===== src/rtl/btn_pkg.sv =====
// Shared types and default timing constants for the button command controller.
package btn_pkg;

  typedef enum logic [1:0] {
    STOP  = 2'd0,
    RUN   = 2'd1,
    CLEAR = 2'd2
  } state_t;

  localparam int DEBOUNCE_CYCLES_DEF = 1_000_000;
  localparam int LONG_CYCLES_DEF     = 100_000_000;

endpackage


===== src/rtl/btn_debounce.sv =====
// One push-button: 2-flop synchronizer, stability counter, debounced level and
// a one-cycle rise event derived from the debounced level.
module btn_debounce
  import btn_pkg::*;
#(
  parameter int DEBOUNCE_CYCLES = DEBOUNCE_CYCLES_DEF
) (
  input  logic clk,
  input  logic rst,
  input  logic raw,
  output logic level,
  output logic rise
);

  localparam int CW = $clog2(DEBOUNCE_CYCLES + 1);
  localparam logic [CW-1:0] LAST = CW'(DEBOUNCE_CYCLES - 1);

  logic [1:0]    sync;
  logic [CW-1:0] cnt;
  logic          level_d;

  always_ff @(posedge clk or posedge rst) begin
    if (rst) begin
      sync    <= 2'b00;
      cnt     <= '0;
      level   <= 1'b0;
      level_d <= 1'b0;
    end else begin
      sync    <= {sync[0], raw};
      level_d <= level;
      // Any cycle where the input agrees with the level restarts the count.
      if (sync[1] != level) begin
        if (cnt == LAST) begin
          level <= sync[1];
          cnt   <= '0;
        end else begin
          cnt <= cnt + CW'(1);
        end
      end else begin
        cnt <= '0;
      end
    end
  end

  assign rise = level & ~level_d;

endmodule


===== src/rtl/btn_cmd_ctrl.sv =====
// Run/stop, clear and up/down command controller driven by three push-buttons.
// Optional macro BTN_LONG_CLR_EN: holding btn_run for LONG_CYCLES forces a clear.
module btn_cmd_ctrl
  import btn_pkg::*;
#(
  parameter int DEBOUNCE_CYCLES = DEBOUNCE_CYCLES_DEF,
  parameter int LONG_CYCLES     = LONG_CYCLES_DEF
) (
  input  logic clk,
  input  logic rst,
  input  logic btn_run,
  input  logic btn_clr,
  input  logic btn_mode,
  output logic sw0_stp,
  output logic sw1_clr,
  output logic sw2_inc
);

  logic run_level, clr_level, mode_level;
  logic run_ev, clr_ev, mode_ev;
  logic clr_req;
  state_t state;

  btn_debounce #(.DEBOUNCE_CYCLES(DEBOUNCE_CYCLES)) u_run (
    .clk(clk), .rst(rst), .raw(btn_run), .level(run_level), .rise(run_ev)
  );

  btn_debounce #(.DEBOUNCE_CYCLES(DEBOUNCE_CYCLES)) u_clr (
    .clk(clk), .rst(rst), .raw(btn_clr), .level(clr_level), .rise(clr_ev)
  );

  btn_debounce #(.DEBOUNCE_CYCLES(DEBOUNCE_CYCLES)) u_mode (
    .clk(clk), .rst(rst), .raw(btn_mode), .level(mode_level), .rise(mode_ev)
  );

`ifdef BTN_LONG_CLR_EN
  localparam int HW = $clog2(LONG_CYCLES + 1);
  localparam logic [HW-1:0] HOLD_LAST = HW'(LONG_CYCLES - 1);
  localparam logic [HW-1:0] HOLD_MAX  = HW'(LONG_CYCLES);

  logic [HW-1:0] hold_cnt;
  logic          long_ev;

  // Saturating at HOLD_MAX keeps the long-hold clear to one per press.
  always_ff @(posedge clk or posedge rst) begin
    if (rst) begin
      hold_cnt <= '0;
    end else if (!run_level) begin
      hold_cnt <= '0;
    end else if (hold_cnt != HOLD_MAX) begin
      hold_cnt <= hold_cnt + HW'(1);
    end
  end

  assign long_ev = run_level && (hold_cnt == HOLD_LAST);
  assign clr_req = clr_ev | long_ev;
`else
  assign clr_req = clr_ev;
`endif

  // Outputs are registered together with the state; a clear request wins over
  // a run press in the same cycle and the run press is dropped.
  always_ff @(posedge clk or posedge rst) begin
    if (rst) begin
      state   <= STOP;
      sw0_stp <= 1'b1;
      sw1_clr <= 1'b0;
      sw2_inc <= 1'b0;
    end else begin
      if (mode_ev) begin
        sw2_inc <= ~sw2_inc;
      end
      if (clr_req) begin
        state   <= CLEAR;
        sw0_stp <= 1'b1;
        sw1_clr <= 1'b1;
      end else begin
        case (state)
          STOP: begin
            sw1_clr <= 1'b0;
            if (run_ev) begin
              state   <= RUN;
              sw0_stp <= 1'b0;
            end
          end
          RUN: begin
            sw1_clr <= 1'b0;
            if (run_ev) begin
              state   <= STOP;
              sw0_stp <= 1'b1;
            end
          end
          CLEAR: begin
            state   <= STOP;
            sw0_stp <= 1'b1;
            sw1_clr <= 1'b0;
          end
          default: begin
            state   <= STOP;
            sw0_stp <= 1'b1;
            sw1_clr <= 1'b0;
          end
        endcase
      end
    end
  end

endmodule

===== config.mk =====
export PLATFORM = sky130hd
export DESIGN_NAME = btn_cmd_ctrl
export DESIGN_NICKNAME = d
export VERILOG_FILES = /design/src/rtl/btn_pkg.sv /design/src/rtl/btn_debounce.sv /design/src/rtl/btn_cmd_ctrl.sv
export SDC_FILE = /design/constraint.sdc
export NUM_CORES = 1
export LEC_CHECK = 0
export CAP_MARGIN = 30
export CELL_PAD_IN_SITES_DETAIL_PLACEMENT = 1
export CELL_PAD_IN_SITES_GLOBAL_PLACEMENT = 2
export CORE_MARGIN = 2
export CORE_UTILIZATION = 25
export CTS_BUF_LIST = sky130_fd_sc_hd__clkbuf_4
export DETAILED_ROUTE_END_ITERATION = 8
export DONT_BUFFER_PORTS = 1
export PLACE_DENSITY_LB_ADDON = 0.1
export SKIP_LAST_GASP = 1
export SLEW_MARGIN = 20
export SYNTH_ARGS = -nofsm -noshare
export SYNTH_HDL_FRONTEND = slang
export SYNTH_SLANG_ARGS = --single-unit

===== constraint.sdc =====
create_clock -name clk -period 3.05 [get_ports clk]
set_input_delay 0.4575 -clock clk [delete_from_list [all_inputs] [get_ports clk]]
set_output_delay 0.4575 -clock clk [all_outputs]
set_load 0.05 [all_outputs]

==> impl_metrics.json <==
{
  "die-width_um": 123.4,
  "p_per_area_nw_per_um2": 439.4,
  "cts.sinks": 77,
  "maximum_number_of_pins_on_one_net_before_global_route_repair": 29,
  "die_area_um2": 15230,
  "crit_path_end_kind": "register",
  "grt_overflow": 0,
  "grtUsageMet2_pct": 17.58,
  "power.leakage_nw": 1.583,
  "wp_data_arrival_ps": 2530,
  "seq_area_um2": 1928,
  "whs_ps": 367.5,
  "cts_resized": 0,
  "multi_input_logic_area_um2": 1563,
  "num_antenna_cells": 0,
  "run_status": "complete, no violations",
  "finalSetupViolations": 0,
  "synthesis.instances": 347,
  "timing.clock.skew_ps": 12.40,
  "number_of_hold_buffers_added_after_cts": 4,
  "cp_slowest_stage_delay_ps": 540,
  "grt_setup_unrepaired": "no",
  "timing.setup.tns_ps": 0,
  "critical_path.slowest_cell": "or4_1",
  "wire_length_of_the_first_global_routing_pass_um": 13570,
  "pin_count": 8,
  "synth-seq-cells": 77,
  "cts.htree.levels": 3,
  "initial_core_util_pct": 25.68,
  "drt_iter0_markers": 83,
  "report.final.hold_viol_count": 0,
  "post_synthesis_average_cell_area_um2": 10.27,
  "io_buffers": 0,
  "finish.cell_count_without_fillers": 547,
  "type_of_origin_of_the_critical_path": "register",
  "first_global_vias": 2662,
  "core_um2": 13880,
  "max_clock_freq_ghz": 0.4506,
  "drt-vias-per-instance": 4.618,
  "final.fill_count": 1612,
  "report.power.total_mw": 1.748,
  "min_period_over_period_pct": 72.76,
  "track_usage_pct": 11.60,
  "mappedNetlistArea_um2": 3565,
  "die_height_um": 123.4,
  "timing.slew.headroom_pct": 55.65,
  "postRouteWirelength_um": 7746,
  "insertion_delay_ps": 450,
  "drv.max_cap_violation_count": 0,
  "vias": 2526,
  "synth_cell_type_count": 36,
  "worst-endpoint-required_ps": 3370,
  "placedCellCount": 527,
  "areaGrowthSynthToFinish_pct": 11.58,
  "final_layout_size_suffix_gt1_share_pct": 9.537,
  "cts_post_setup_buffers_inserted": 0,
  "finalNetCount": 370,
  "min_period_ps": 2219,
  "place.gp.congestion": 0.7009,
  "wl_per_cell_um": 14.16,
  "antenna_violating_nets_post_route": 0,
  "synth_flop_cell": "dfrtp_1",
  "layout.cell_area.non_filler_um2": 3978,
  "cp_cell_sequence": "or4_1 > or4_4 > o21ai_4 > nor2_1",
  "number_of_buffers_on_the_longest_clock_path": 2,
  "post-route-drc-count": 0,
  "worst_slew_pin_slew_ps": 659.1,
  "layout.cells.most_common_list": "dfrtp_1, nor2_1, xnor2_1",
  "top_usage_layer": "met2",
  "synth-warning-count": 0,
  "worst_setup_hold_path_clk_slew_ps": 140,
  "vdd_drop_max_mv": 0.1206,
  "holdCritPathClass": "reg -> reg",
  "postPlaceCellArea_um2": 3804,
  "number_of_synthesized_flops_with_an_enable_pin": 0,
  "tritoncts.num_buffers": 9,
  "ctsRootBufferMaster": "clkbuf_4",
  "grt_util_met1_pct": 15.52,
  "grt_util_met3_pct": 2.537,
  "first_pass_iters": 4,
  "path_class": "reg -> reg",
  "layout.cells.most_common": "dfrtp_1",
  "slew_violations": 0,
  "clock_tree_from_tritoncts": "built",
  "antenna_found_initial": 0,
  "async_set_reset_flop_share_out_of_synthesis_pct": 100.0,
  "placement_rows": 43,
  "yosysSeqAreaShare_pct": 54.09,
  "worstPathMaxFanout": 18,
  "place.detailed.hpwl_um": 5318,
  "syn-num-nets": 355
}
## cells by family after synthesis
group | synth area share [%]
AOI/OAI and AO/OA | 5.756
xor gates and xnor gates | 10.32
adders and majority gates | 1.053
buffers and inverters | 2.211
DFF | 54.09
muxes | 1.790
and+or+nand+nor | 24.78
## synthesized netlist by cell type (all sizes together), types with 4 or more instances
library cell | count | area, um^2
dfrtp | 76 | 1902
or3 | 8 | 50.05
xnor2 | 27 | 236.5
nor2 | 53 | 198.9
nand4b | 4 | 35.03
a21oi | 15 | 75.07
nor3 | 11 | 55.05
or2 | 4 | 25.02
or4 | 9 | 71.32
nand3 | 17 | 85.08
inv | 11 | 41.29
and3 | 8 | 50.05
nor4 | 6 | 37.54
and4 | 6 | 52.55
xor2 | 15 | 131.4
o31ai | 6 | 45.04
o21ai | 13 | 76.32
nand4 | 15 | 93.84
nand2 | 18 | 67.56
## layer usage
| layer | vias to the layer above | wire length (um) |
|---|---|---|
| li1 | 1252 | - |
| met1 | 1246 | 4006 |
| met4 | 0 | 178 |
| met5 | - | 0 |
| met3 | 16 | 150 |
| met2 | 12 | 3410 |
## registers in the layout, summed over array words and instances (netlist names)
signal,flops
u_run.sync,2
u_mode.level,1
u_mode.cnt,20
u_run.cnt,20
u_mode.sync,2
u_clr.level_d,1
sw0_stp,1
state,2
u_run.level_d,1
u_clr.cnt,20
u_mode.level_d,1
u_clr.sync,2
u_run.level,1
u_clr.level,1
sw1_clr,1
sw2_inc,1
## through the flow
stage          util (%)  worst slack (ps)
4_1_cts           28.66             789.7
3_3_place_gp      27.40             838.6
3_5_place_dp      27.40             813.5
5_1_grt           28.66             675.0
6_report          28.66             830.9
2_1_floorplan         -             627.5
## final timing paths
kind / startpoint / to / slack [ps] / depth (start not counted)
max in group asynchronous: rst / u_mode.cnt[7] / 1820 / 3
setup / recovery: u_run.cnt[13] / u_run.cnt[7] / 830 / 4
hold reg to reg: u_clr.sync[0] / u_clr.sync[1] / 370 / 0
hold / removal: u_clr.sync[0] / u_clr.sync[1] / 370 / 0
min in group asynchronous: rst / u_clr.cnt[17] / 460 / 2
setup reg to reg: u_run.cnt[13] / u_run.cnt[7] / 830 / 4
## worst max-delay path, delay by kind of cell, from the launching register on
family / cells / cell delay (ps)
AOI/OAI and AO/OA: 1 / 470
DFF: 1 / 450
and+or+nand+nor: 3 / 1160
## power by group
group | internal, mW | switching, mW
combinational | 0.0190 | 0.0447
sequential | 1.03 | 0.0113
clock | 0.245 | 0.393
## cell type report
| class | count | share of cell area (%) |
|---|---|---|
| Inverter | 11 | 1.070 |
| Multi-Input combinational cell | 253 | 39.29 |
| Sequential cell | 77 | 48.47 |
| Tap cell | 180 | 5.662 |
| Timing Repair Buffer | 10 | 2.139 |
| Clock inverter | 7 | 1.667 |
| Clock buffer | 9 | 1.699 |
Note: power is estimated with default switching activity, not from simulation.
